$ cat config.mk
export PLATFORM = sky130hd
export DESIGN_NAME = bomb_fuse_scheduler_flat
export DESIGN_NICKNAME = d
export VERILOG_FILES = /design/src/rtl/bomb_fuse_scheduler_pkg.sv /design/src/rtl/bomb_fuse_scheduler_if.sv /design/src/rtl/bomb_fuse_scheduler_fuse_slot.sv /design/src/rtl/bomb_fuse_scheduler.sv /design/src/flat_wrapper.sv
export SDC_FILE = /design/constraint.sdc
export NUM_CORES = 1
export LEC_CHECK = 0
export ABC_AREA = 1
export CAP_MARGIN = 5
export CORE_ASPECT_RATIO = 0.75
export CORE_UTILIZATION = 30
export DETAILED_ROUTE_END_ITERATION = 10
export GPL_ROUTABILITY_DRIVEN = 0
export PLACE_DENSITY = 0.45
export SETUP_SLACK_MARGIN = 0.15
export SLEW_MARGIN = 15
export SYNTH_ARGS = -nofsm -noshare
export SYNTH_HDL_FRONTEND = slang
export SYNTH_SLANG_ARGS = --single-unit
$ cat constraint.sdc
create_clock -name clk -period 2.1 [get_ports clk]
set_input_delay 0.21 -clock clk [delete_from_list [all_inputs] [get_ports clk]]
set_output_delay 0.21 -clock clk [all_outputs]
set_load 0.02 [all_outputs]
$ cat src/rtl/bomb_fuse_scheduler_pkg.sv
// Shared types and defaults for the bomb fuse scheduler.
// Optional blink feature: FUSE_BLINK_EN.
package bomb_sched_pkg;

  typedef enum logic [1:0] {
    IDLE    = 2'd0,
    ARMED   = 2'd1,
    PENDING = 2'd2
  } slot_state_t;

  localparam int DEF_NUM_SLOTS   = 4;
  localparam int DEF_FUSE_TICKS  = 12;
  localparam int DEF_BLINK_TICKS = 4;

endpackage

$ cat src/rtl/bomb_fuse_scheduler_if.sv
// Explode handshake between the scheduler and the map logic.
// Optional blink feature: FUSE_BLINK_EN.
interface bomb_fuse_scheduler_if #(
  parameter int SW = 2
);
  logic          explode_valid;
  logic [SW-1:0] explode_slot;
  logic          explode_ready;

  modport master (
    output explode_valid,
    output explode_slot,
    input  explode_ready
  );

  modport slave (
    input  explode_valid,
    input  explode_slot,
    output explode_ready
  );
endinterface

$ cat src/rtl/bomb_fuse_scheduler_fuse_slot.sv
// One bomb fuse: IDLE -> ARMED (countdown) -> PENDING -> IDLE.
// Optional blink bit under FUSE_BLINK_EN.
module fuse_slot
  import bomb_sched_pkg::*;
#(
  parameter int FUSE_TICKS  = DEF_FUSE_TICKS,
`ifdef FUSE_BLINK_EN
  parameter int BLINK_TICKS = DEF_BLINK_TICKS,
`endif
  parameter int CW          = $clog2(FUSE_TICKS + 1)
) (
  input  logic clk,
  input  logic reset,
  input  logic load,
  input  logic tick,
  input  logic force_exp,
  input  logic release_exp,
  output logic is_idle,
  output logic is_active,
  output logic is_pending
`ifdef FUSE_BLINK_EN
  ,
  output logic blink
`endif
);

  slot_state_t   state_q, state_d;
  logic [CW-1:0] count_q, count_d;

  // State and count registers
  always_ff @(posedge clk) begin
    if (reset) begin
      state_q <= IDLE;
      count_q <= '0;
    end else begin
      state_q <= state_d;
      count_q <= count_d;
    end
  end

  // Next state: force wins over tick so a slot expires once
  always_comb begin
    state_d = state_q;
    count_d = count_q;
    unique case (state_q)
      IDLE: begin
        if (load) begin
          state_d = ARMED;
          count_d = CW'(FUSE_TICKS);
        end
      end
      ARMED: begin
        if (force_exp) begin
          state_d = PENDING;
          count_d = '0;
        end else if (tick) begin
          if (count_q == CW'(1)) begin
            state_d = PENDING;
            count_d = '0;
          end else begin
            count_d = count_q - CW'(1);
          end
        end
      end
      PENDING: begin
        if (release_exp) state_d = IDLE;
      end
      default: begin
        state_d = IDLE;
        count_d = '0;
      end
    endcase
  end

  // Status decode from the registered state
  always_comb begin
    is_idle    = (state_q == IDLE);
    is_pending = (state_q == PENDING);
    is_active  = (state_q == ARMED) || (state_q == PENDING);
  end

`ifdef FUSE_BLINK_EN
  logic blink_q, blink_d;

  // Blink register
  always_ff @(posedge clk) begin
    if (reset) blink_q <= 1'b0;
    else       blink_q <= blink_d;
  end

  // Toggle on ticks inside the final window, clear once no longer armed
  always_comb begin
    blink_d = blink_q;
    if (state_d != ARMED) begin
      blink_d = 1'b0;
    end else if (state_q == ARMED && tick && !force_exp &&
                 count_d <= CW'(BLINK_TICKS)) begin
      blink_d = ~blink_q;
    end
  end

  assign blink = blink_q;
`endif

endmodule

$ cat src/rtl/bomb_fuse_scheduler.sv
// Shares the quarter-second tick among NUM_SLOTS bomb fuses.
// Optional blink_mask output: define FUSE_BLINK_EN.
module bomb_fuse_scheduler
  import bomb_sched_pkg::*;
#(
  parameter int NUM_SLOTS   = DEF_NUM_SLOTS,
`ifdef FUSE_BLINK_EN
  parameter int BLINK_TICKS = DEF_BLINK_TICKS,
`endif
  parameter int FUSE_TICKS  = DEF_FUSE_TICKS
) (
  input  logic                          clk,
  input  logic                          reset,
  input  logic                          tick,
  input  logic                          arm_req,
  output logic                          arm_ack,
  output logic [$clog2(NUM_SLOTS)-1:0]  arm_slot,
  output logic                          full,
  input  logic                          detonate_req,
  input  logic [$clog2(NUM_SLOTS)-1:0]  detonate_slot,
  bomb_fuse_scheduler_if.master         xp,
  output logic [NUM_SLOTS-1:0]          active_mask
`ifdef FUSE_BLINK_EN
  ,
  output logic [NUM_SLOTS-1:0]          blink_mask
`endif
);

  localparam int SW = $clog2(NUM_SLOTS);
  localparam int CW = $clog2(FUSE_TICKS + 1);

  logic [NUM_SLOTS-1:0] idle_v, pend_v, act_v;
  logic [NUM_SLOTS-1:0] load_v, force_v, rel_v;
  logic                 alloc_found, pend_found;
  logic [SW-1:0]        alloc_idx, pend_idx;
  logic                 arm_acc;
  logic                 arm_ack_q, arm_ack_d;
  logic [SW-1:0]        arm_slot_q, arm_slot_d;

  for (genvar g = 0; g < NUM_SLOTS; g++) begin : g_slot
    fuse_slot #(
      .FUSE_TICKS  (FUSE_TICKS),
`ifdef FUSE_BLINK_EN
      .BLINK_TICKS (BLINK_TICKS),
`endif
      .CW          (CW)
    ) u_slot (
      .clk         (clk),
      .reset       (reset),
      .load        (load_v[g]),
      .tick        (tick),
      .force_exp   (force_v[g]),
      .release_exp (rel_v[g]),
      .is_idle     (idle_v[g]),
      .is_active   (act_v[g]),
      .is_pending  (pend_v[g])
`ifdef FUSE_BLINK_EN
      ,
      .blink       (blink_mask[g])
`endif
    );
  end

  // Lowest-index IDLE slot for the next arm request
  always_comb begin
    alloc_found = 1'b0;
    alloc_idx   = '0;
    for (int i = 0; i < NUM_SLOTS; i++) begin
      if (idle_v[i] && !alloc_found) begin
        alloc_found = 1'b1;
        alloc_idx   = SW'(i);
      end
    end
  end

  // Lowest-index PENDING slot offered on the explode handshake
  always_comb begin
    pend_found = 1'b0;
    pend_idx   = '0;
    for (int i = 0; i < NUM_SLOTS; i++) begin
      if (pend_v[i] && !pend_found) begin
        pend_found = 1'b1;
        pend_idx   = SW'(i);
      end
    end
  end

  assign full             = ~alloc_found;
  assign arm_acc          = arm_req & ~full;
  assign xp.explode_valid = pend_found;
  assign xp.explode_slot  = pend_idx;
  assign active_mask      = act_v;

  // Per-slot load / force / release strobes
  always_comb begin
    load_v  = '0;
    force_v = '0;
    rel_v   = '0;
    for (int i = 0; i < NUM_SLOTS; i++) begin
      load_v[i]  = arm_acc && (alloc_idx == SW'(i));
      force_v[i] = detonate_req && (detonate_slot == SW'(i));
      rel_v[i]   = pend_found && xp.explode_ready &&
                   (pend_idx == SW'(i));
    end
  end

  // Arm acknowledge next state
  always_comb begin
    arm_ack_d  = arm_acc;
    arm_slot_d = arm_acc ? alloc_idx : arm_slot_q;
  end

  // Arm acknowledge registers
  always_ff @(posedge clk) begin
    if (reset) begin
      arm_ack_q  <= 1'b0;
      arm_slot_q <= '0;
    end else begin
      arm_ack_q  <= arm_ack_d;
      arm_slot_q <= arm_slot_d;
    end
  end

  assign arm_ack  = arm_ack_q;
  assign arm_slot = arm_slot_q;

endmodule

$ cat src/flat_wrapper.sv
// flat-port wrapper written by rule: the top's interface ports become plain ports
module bomb_fuse_scheduler_flat import bomb_sched_pkg::*;
#(
  parameter int NUM_SLOTS   = DEF_NUM_SLOTS,

  parameter int FUSE_TICKS  = DEF_FUSE_TICKS
)
  (clk, reset, tick, arm_req, arm_ack, arm_slot, full, detonate_req, detonate_slot, active_mask, xp_explode_valid, xp_explode_slot, xp_explode_ready);
  bomb_fuse_scheduler_if #(.SW(2)) xp_i ();
  input  logic clk;
  input  logic reset;
  input  logic tick;
  input  logic arm_req;
  output logic arm_ack;
  output logic [$clog2(NUM_SLOTS)-1:0] arm_slot;
  output logic full;
  input  logic detonate_req;
  input  logic [$clog2(NUM_SLOTS)-1:0] detonate_slot;
  output logic [NUM_SLOTS-1:0] active_mask;
  output wire logic [$bits(xp_i.explode_valid)-1:0] xp_explode_valid;
  output wire logic [$bits(xp_i.explode_slot)-1:0] xp_explode_slot;
  input wire logic [$bits(xp_i.explode_ready)-1:0] xp_explode_ready;
  assign xp_explode_valid = xp_i.explode_valid;
  assign xp_explode_slot = xp_i.explode_slot;
  assign xp_i.explode_ready = xp_explode_ready;
  bomb_fuse_scheduler #(.NUM_SLOTS(NUM_SLOTS), .FUSE_TICKS(FUSE_TICKS)) u_core (.clk(clk), .reset(reset), .tick(tick), .arm_req(arm_req), .arm_ack(arm_ack), .arm_slot(arm_slot), .full(full), .detonate_req(detonate_req), .detonate_slot(detonate_slot), .xp(xp_i), .active_mask(active_mask));
endmodule
After elaboration in Yosys (flattened, before gate mapping). Cells that the tools add are included. W data, S select, Z words.

Bits in latches: 0. Output and inout bits: 11. Memories kept: 0. Input bits: 8. RAM bits: 0. Register bits after elaboration: 27. Memory bits (read-only): 0. Word-level logic and storage cells: 159.

Muxes and demuxes: 58. Shift-type cells: 0. Div/mod/pow operators: 0. Bitwise gates (word level): 6. $add $sub $neg: 4. $lt $le $gt $ge: 0. Reductions and logical operators: 44. Equality and inequality tests: 37. $mul: 0.

Operator list (count): $mux W4 (16); $mux W2 (24); $pmux W4 S3 (4); $ne A3 B3 Y1 const B (8); $pmux W2 S3 (4); $eq A2 B2 Y1 const B (10); $logic_and A1 B1 Y1 (19); $eq A4 B1 Y1 const B (4); $ne A2 B2 Y1 const B (8); $reduce_and A4 Y1 (4); $sub A4 B1 Y4 const B (4); $eq A2 B1 Y1 const B (7); $logic_not A2 Y1 (7); $reduce_and A3 Y1 (4); $mux W1 (10); $logic_not A1 Y1 (6); $not A1 Y1 (5); $logic_or A1 B1 Y1 (4); $and A1 B1 Y1 (1).

Logic depth before layout (Yosys ltp).
Depth in word-level cells: 15. Depth in mapped cells: 10. Depth with buffers taken out: 10.

Hierarchy. A second synthesis with hierarchy kept.

Cell total of the unflattened synthesis: 298. Area, all modules: 2117.0 µm².

Modules (own cells, without submodules): fuse_slot at u_core.g_slot[1].u_slot ... (area each 454.2 µm², instances 3, cells each 62); fuse_slot at u_core.g_slot[0].u_slot (area each 469.2 µm², instances 1, cells each 62); bomb_fuse_scheduler (area each 285.3 µm², instances 1, cells each 50).

Worst setup path after synthesis. OpenSTA, ideal clock, no wires.

Kind: flip-flop to flip-flop. Start point: register u_core.g_slot[1].u_slot.state_q[0]. End point: register u_core.g_slot[2].u_slot.state_q[0]. Path buffers: 0. Cell stages (with the launch flop): 11. Arrival: 1339 ps. Library setup time: 113 ps. Setup slack: 648 ps. Period minus slack after synthesis: 1452 ps. Path through: dfxtp_1 -> inv_1 -> ha_1 -> nor2_2 -> nand3_1 -> nand2_1 -> nand2_1 -> nor3_4 -> nand2_1 -> nand2_1 -> nor2_1.

Cells in the longest elaborated chain, start to end: 13. Elaborated cells between the ends (all ways): 33. Those cells by class: 5 x eq/ne; 12 x mux; 1 x bitwise; 15 x reduce/logical.

RTL lines: start, declared (line bomb_fuse_scheduler_fuse_slot.sv:27) `slot_state_t state_q, state_d;`; start signal, assigned (line bomb_fuse_scheduler_fuse_slot.sv:36) `state_q <= state_d;`; $eq A2 B2 Y1 / $logic_not A2 Y1 (equally long branches) (line bomb_fuse_scheduler_fuse_slot.sv:78, bomb_fuse_scheduler_fuse_slot.sv:77); $logic_and A1 B1 Y1, on equally long branches (line bomb_fuse_scheduler.sv:81, bomb_fuse_scheduler.sv:69); $mux W1, on equally long branches (line bomb_fuse_scheduler.sv:81, bomb_fuse_scheduler.sv:69); $logic_not A1 Y1, on equally long branches (line bomb_fuse_scheduler.sv:81, bomb_fuse_scheduler.sv:69); $logic_and A1 B1 Y1, on equally long branches (line bomb_fuse_scheduler.sv:81, bomb_fuse_scheduler.sv:69); $mux W1, on equally long branches (line bomb_fuse_scheduler.sv:81, bomb_fuse_scheduler.sv:69); $logic_not A1 Y1, on equally long branches (line bomb_fuse_scheduler.sv:81, bomb_fuse_scheduler.sv:69); $logic_and A1 B1 Y1, on equally long branches (line bomb_fuse_scheduler.sv:81, bomb_fuse_scheduler.sv:69); $mux W2 (tied with other cells) (line bomb_fuse_scheduler.sv:81) `if (pend_v[i] && !pend_found) begin`; $eq A2 B2 Y1 (tied with other cells) (line bomb_fuse_scheduler.sv:103) `(pend_idx == SW'(i));`; $logic_and A1 B1 Y1, on equally long branches (line bomb_fuse_scheduler.sv:102, bomb_fuse_scheduler.sv:100); $ne A2 B2 Y1 (no source line); $reduce_and A4 Y1 (no source line) (*); end signal, assigned (line bomb_fuse_scheduler_fuse_slot.sv:36); end, declared (line bomb_fuse_scheduler_fuse_slot.sv:27).

Every way passes the cells marked *; elsewhere a longest branch is shown, timed or not. A chain may end at the register's enable or synchronous reset.

Worst setup path after layout.
Start point: register u_core.g_slot[1].u_slot.state_q[0]. End point: output port active_mask[1].

Cells in the longest elaborated chain, start to end: 2. Elaborated cells between the ends (all ways): 3. Those cells by class: 2 x eq/ne; 1 x reduce/logical.

RTL lines: $eq A2 B1 Y1 / $eq A2 B2 Y1 (equally long branches) (line bomb_fuse_scheduler_fuse_slot.sv:79) `is_active = (state_q == ARMED) || (state_q == PENDING);`; $logic_or A1 B1 Y1 (*) (line bomb_fuse_scheduler_fuse_slot.sv:79); end, declared (line flat_wrapper.sv:19) `output logic [NUM_SLOTS-1:0] active_mask;`.

Marked as above.

==> run summary <==
The largest vdd supply drop is 0.478 mV. The worst hold path class is flip-flop to flip-flop. TritonCTS built the clock tree.

For this run, the leading register cell type out of synthesis is sky130_fd_sc_hd__dfxtp_1. The total I/O pin count came out at 19. The first detailed-routing pass ran for 4 iterations. The maximum root-to-sink buffer count is 2. The area share of the leading cell type in the synthesized netlist is 29.0%. By instance count, the leading cell after synthesis is sky130_fd_sc_hd__nand2_1. The worst endpoint required time is 1.89 ns. Counting every net in the synthesized netlist gives 302. For this run, the post-layout net count is 322. The register-to-register path setup slack came out at 0.44 ns. STA classifies the critical path endpoint as a primary output. The max-cap check violation count came out at 0. The hold violation count in the final report is 0. The worst relative slew slack is 78.2%.

The via count normalized by instance count is 4.42. The number of slew-limit violations in the final report was 0. The portion of netlist area occupied by mux cells is 0%. For this design the static power due to leakage is 1.05 nW. Global routing finished with a remaining overflow of 0. The area growth from synthesis to layout is 15.8%.

The area inside the core boundary is 0.00592 mm². Once detail routing completed, the nets flagged for antenna violations numbered 0. The sequential cell area fraction in the yosys report is 29.0%.

The commonest cells after synthesis are 54 x sky130_fd_sc_hd__nand2_1, 44 x sky130_fd_sc_hd__inv_1, 40 x sky130_fd_sc_hd__nor2_1. The count of unique library cells instantiated by Yosys came out at 22. The area of all placed cells without fillers came out at 0.00216 mm². The row count is 24.

Ranked by total cell area, the synthesized netlist is headed by sky130_fd_sc_hd__dfxtp_1 29%, sky130_fd_sc_hd__ha_1 13%, sky130_fd_sc_hd__nand2_1 11%. The run finished with clean final reports. After layout, the worst path uses 86.4% of the clock period. The maximum clock frequency came out at 551 MHz.

The largest fanout on the critical path came out at 3. Setup repair after global routing could not meet its margin everywhere. The number of sinks driven by the clock tree is 27. On the final layout, the worst clock skew is 0.00933 ns. The share of post-route cells with drive strength above 1 is 10.6%. The post-CTS repair timing setup buffer count came out at 0. The antenna diode instance count came out at 0. After detailed placement, the total cell area comes to 0.00213 mm².

After detailed placement, the design holds a cell count of 367. Power spread over the standard cell area amounts to 1460 mW/mm². Across every metal layer, demand over resource in global routing totals 13.9%. The detailed-route DRC error count came out at 0. The starting density of the core came out at 31.5%.

The number of design-rule violations left by the first detailed-router iteration is 67. The post-synthesis instance total came out at 274. The design draws 0.00315 W. The cell area that synthesis handed to floorplanning was 0.00187 mm². The average instance in the mapped netlist occupies 6.81 µm². The number of global-route vias before repair is 1510. In this run the number of H-tree levels came out at 1. The library cell used as clock root buffer is sky130_fd_sc_hd__clkbuf_8. The post-route worst hold slack came out at 0.480 ns. The height of the chip came out at 70.3 µm. The number of enable flip-flop cells after synthesis is 0. The number of antenna violations at the first check in global routing was 0. The maximum number of pins on one net before global-route repair came out at 16. The average wire length per cell after detail routing came out at 11.1 µm. The quantity of I/O buffers inserted on ports is 18. The later pin in the worst-skew pair is clocked with a latency of 0.28 ns. The synthesized-area fraction occupied by ao, oa, aoi and oai cells is 9.86%.

Adding up every negative setup slack in the final design gives 0 ns. Of all cell types, the one taking the most synthesized area is sky130_fd_sc_hd__dfxtp_1. The data arrival time of the critical path came out at 1.60 ns. The filler cells instantiated in the layout total 628.

After synthesis, the largest family of logic cells by area is simple AND/OR/NAND/NOR gates. The worst hold path passes through 2 cells. The async set-or-reset flop fraction in the synthesized netlist is 0%. The half-perimeter wire length after placement came out at 3.31 mm. The arithmetic-cell share of the synthesized area counting full adders, half adders and majority gates is 13.4%. The parity-gate share of the synthesized area counting xor and xnor cells is 3.76%. The kind of launch point of the worst setup path is a flip-flop. The non-filler instance count after layout came out at 371. The clock-pin slew on the worst setup and hold paths is 0.10 ns. Measured along the x axis, the die boundary spans 93.1 µm.

The number of synthesized register bits came out at 27. At the pin with the least slew margin, the transition time is 0.324 ns. The clock period minus final worst setup slack came out at 1.81 ns. The area of the die came out at 0.00654 mm².

The path depth of the worst reg2reg path is 10. For this run, the number of Yosys warnings is 0. Wires add up to 4.12 mm.

Of the total synthesized cell area, the portion taken by AND, OR, NAND and NOR gates is 31.7%. Setup violations remaining at the end of the flow were counted as 0. The number of buffers created by CTS is 3. The global-route wire length before repair came out at 7.10 mm.

The via total after detailed routing is 1638. The worst setup path is of the flip-flop to primary output kind.
## registers in the layout, summed over array words and instances, names as in the netlist
register	flops
u_core.arm_ack	1
u_core.arm_slot	2
u_core.g_slot.u_slot.count_q	16
u_core.g_slot.u_slot.state_q	8
## through the flow
stage | setup slack, ns | util [%]
finish | 0.285 | 36.5
CTS | 0.125 | 36.7
detailed placement | 0.169 | 36.0
global placement | 0.206 | 36.0
floorplan | 0.648 | -
global route | 0.135 | 36.5
## power by group
part | switching, W | internal, W
clock network | 0.000178 | 0.000133
registers | 0.000116 | 0.000697
logic | 0.00125 | 0.000771
## area by class of cell
type | instances | area (µm²) | area share (%)
sequential | 27 | 542 | 25.1
tap | 78 | 97.6 | 4.52
timing repair buffer | 22 | 194 | 8.98
multi-input combinational | 191 | 1100 | 50.8
clock buffer | 3 | 41.3 | 1.91
clock inverter | 1 | 5.00 | 0.232
inverter | 49 | 184 | 8.52
## layer usage
layer  GRT usage, %  routed length, µm  up-vias
met2           21.6               1750       24
li1               -                  -      893
met4           2.05                 15        0
met5              0                  0        -
met1           19.8               2220      719
met3           3.05                130        2
## cell usage in the layout (no fill, tap or decap), types with 4 or more instances in the layout
cell type                         instances
sky130_fd_sc_hd__o21ai_1                  7
sky130_fd_sc_hd__nand3_1                 15
sky130_fd_sc_hd__nand4_1                  4
sky130_fd_sc_hd__nand3_2                  5
sky130_fd_sc_hd__nor2_1                  40
sky130_fd_sc_hd__dfxtp_1                 26
sky130_fd_sc_hd__clkdlybuf4s50_1         14
sky130_fd_sc_hd__ha_1                    20
sky130_fd_sc_hd__nor2_2                   5
sky130_fd_sc_hd__nand2_1                 54
sky130_fd_sc_hd__a21oi_1                 12
sky130_fd_sc_hd__xor2_1                   5
sky130_fd_sc_hd__buf_4                    4
sky130_fd_sc_hd__inv_1                   44
sky130_fd_sc_hd__inv_2                    5
sky130_fd_sc_hd__o21ai_0                 14
## cells by family (layout without fill, tap and decap cells)
kind of cell    count (synthesis)  after routing
buf+inv                        56             75
simple gates                  127            127
xor+xnor                        8              8
flops                          27             27
compound gates                 36             36
fa+ha+maj                      20             20
## worst paths after layout
kind,end,start
worst max-delay path,active_mask[1],u_core.g_slot[1].u_slot.state_q[0]$_SDFFE_PP0P_
worst min-delay path,u_core.arm_slot[1]$_SDFFE_PP0P_,u_core.arm_slot[1]$_SDFFE_PP0P_
worst max register to register,u_core.g_slot[2].u_slot.state_q[0]$_SDFFE_PP0P_,u_core.g_slot[1].u_slot.state_q[0]$_SDFFE_PP0P_
worst min register to register,u_core.arm_slot[1]$_SDFFE_PP0P_,u_core.arm_slot[1]$_SDFFE_PP0P_
## critical path, stage by stage, from the launching register on
cell and delay (ns):
sky130_fd_sc_hd__dfxtp_1 0.35, sky130_fd_sc_hd__inv_1 0.07, sky130_fd_sc_hd__ha_1 0.30, sky130_fd_sc_hd__clkdlybuf4s50_1 0.61
## what timing repair did
item | CTS | global route
gates cloned | 0 | 0
resized for setup | 5 | 7
pin swaps | 0 | 1
setup endpoints to repair | 4 | 4
hold buffers | 0 | 0
Note: power is estimated with default switching activity, not from simulation.
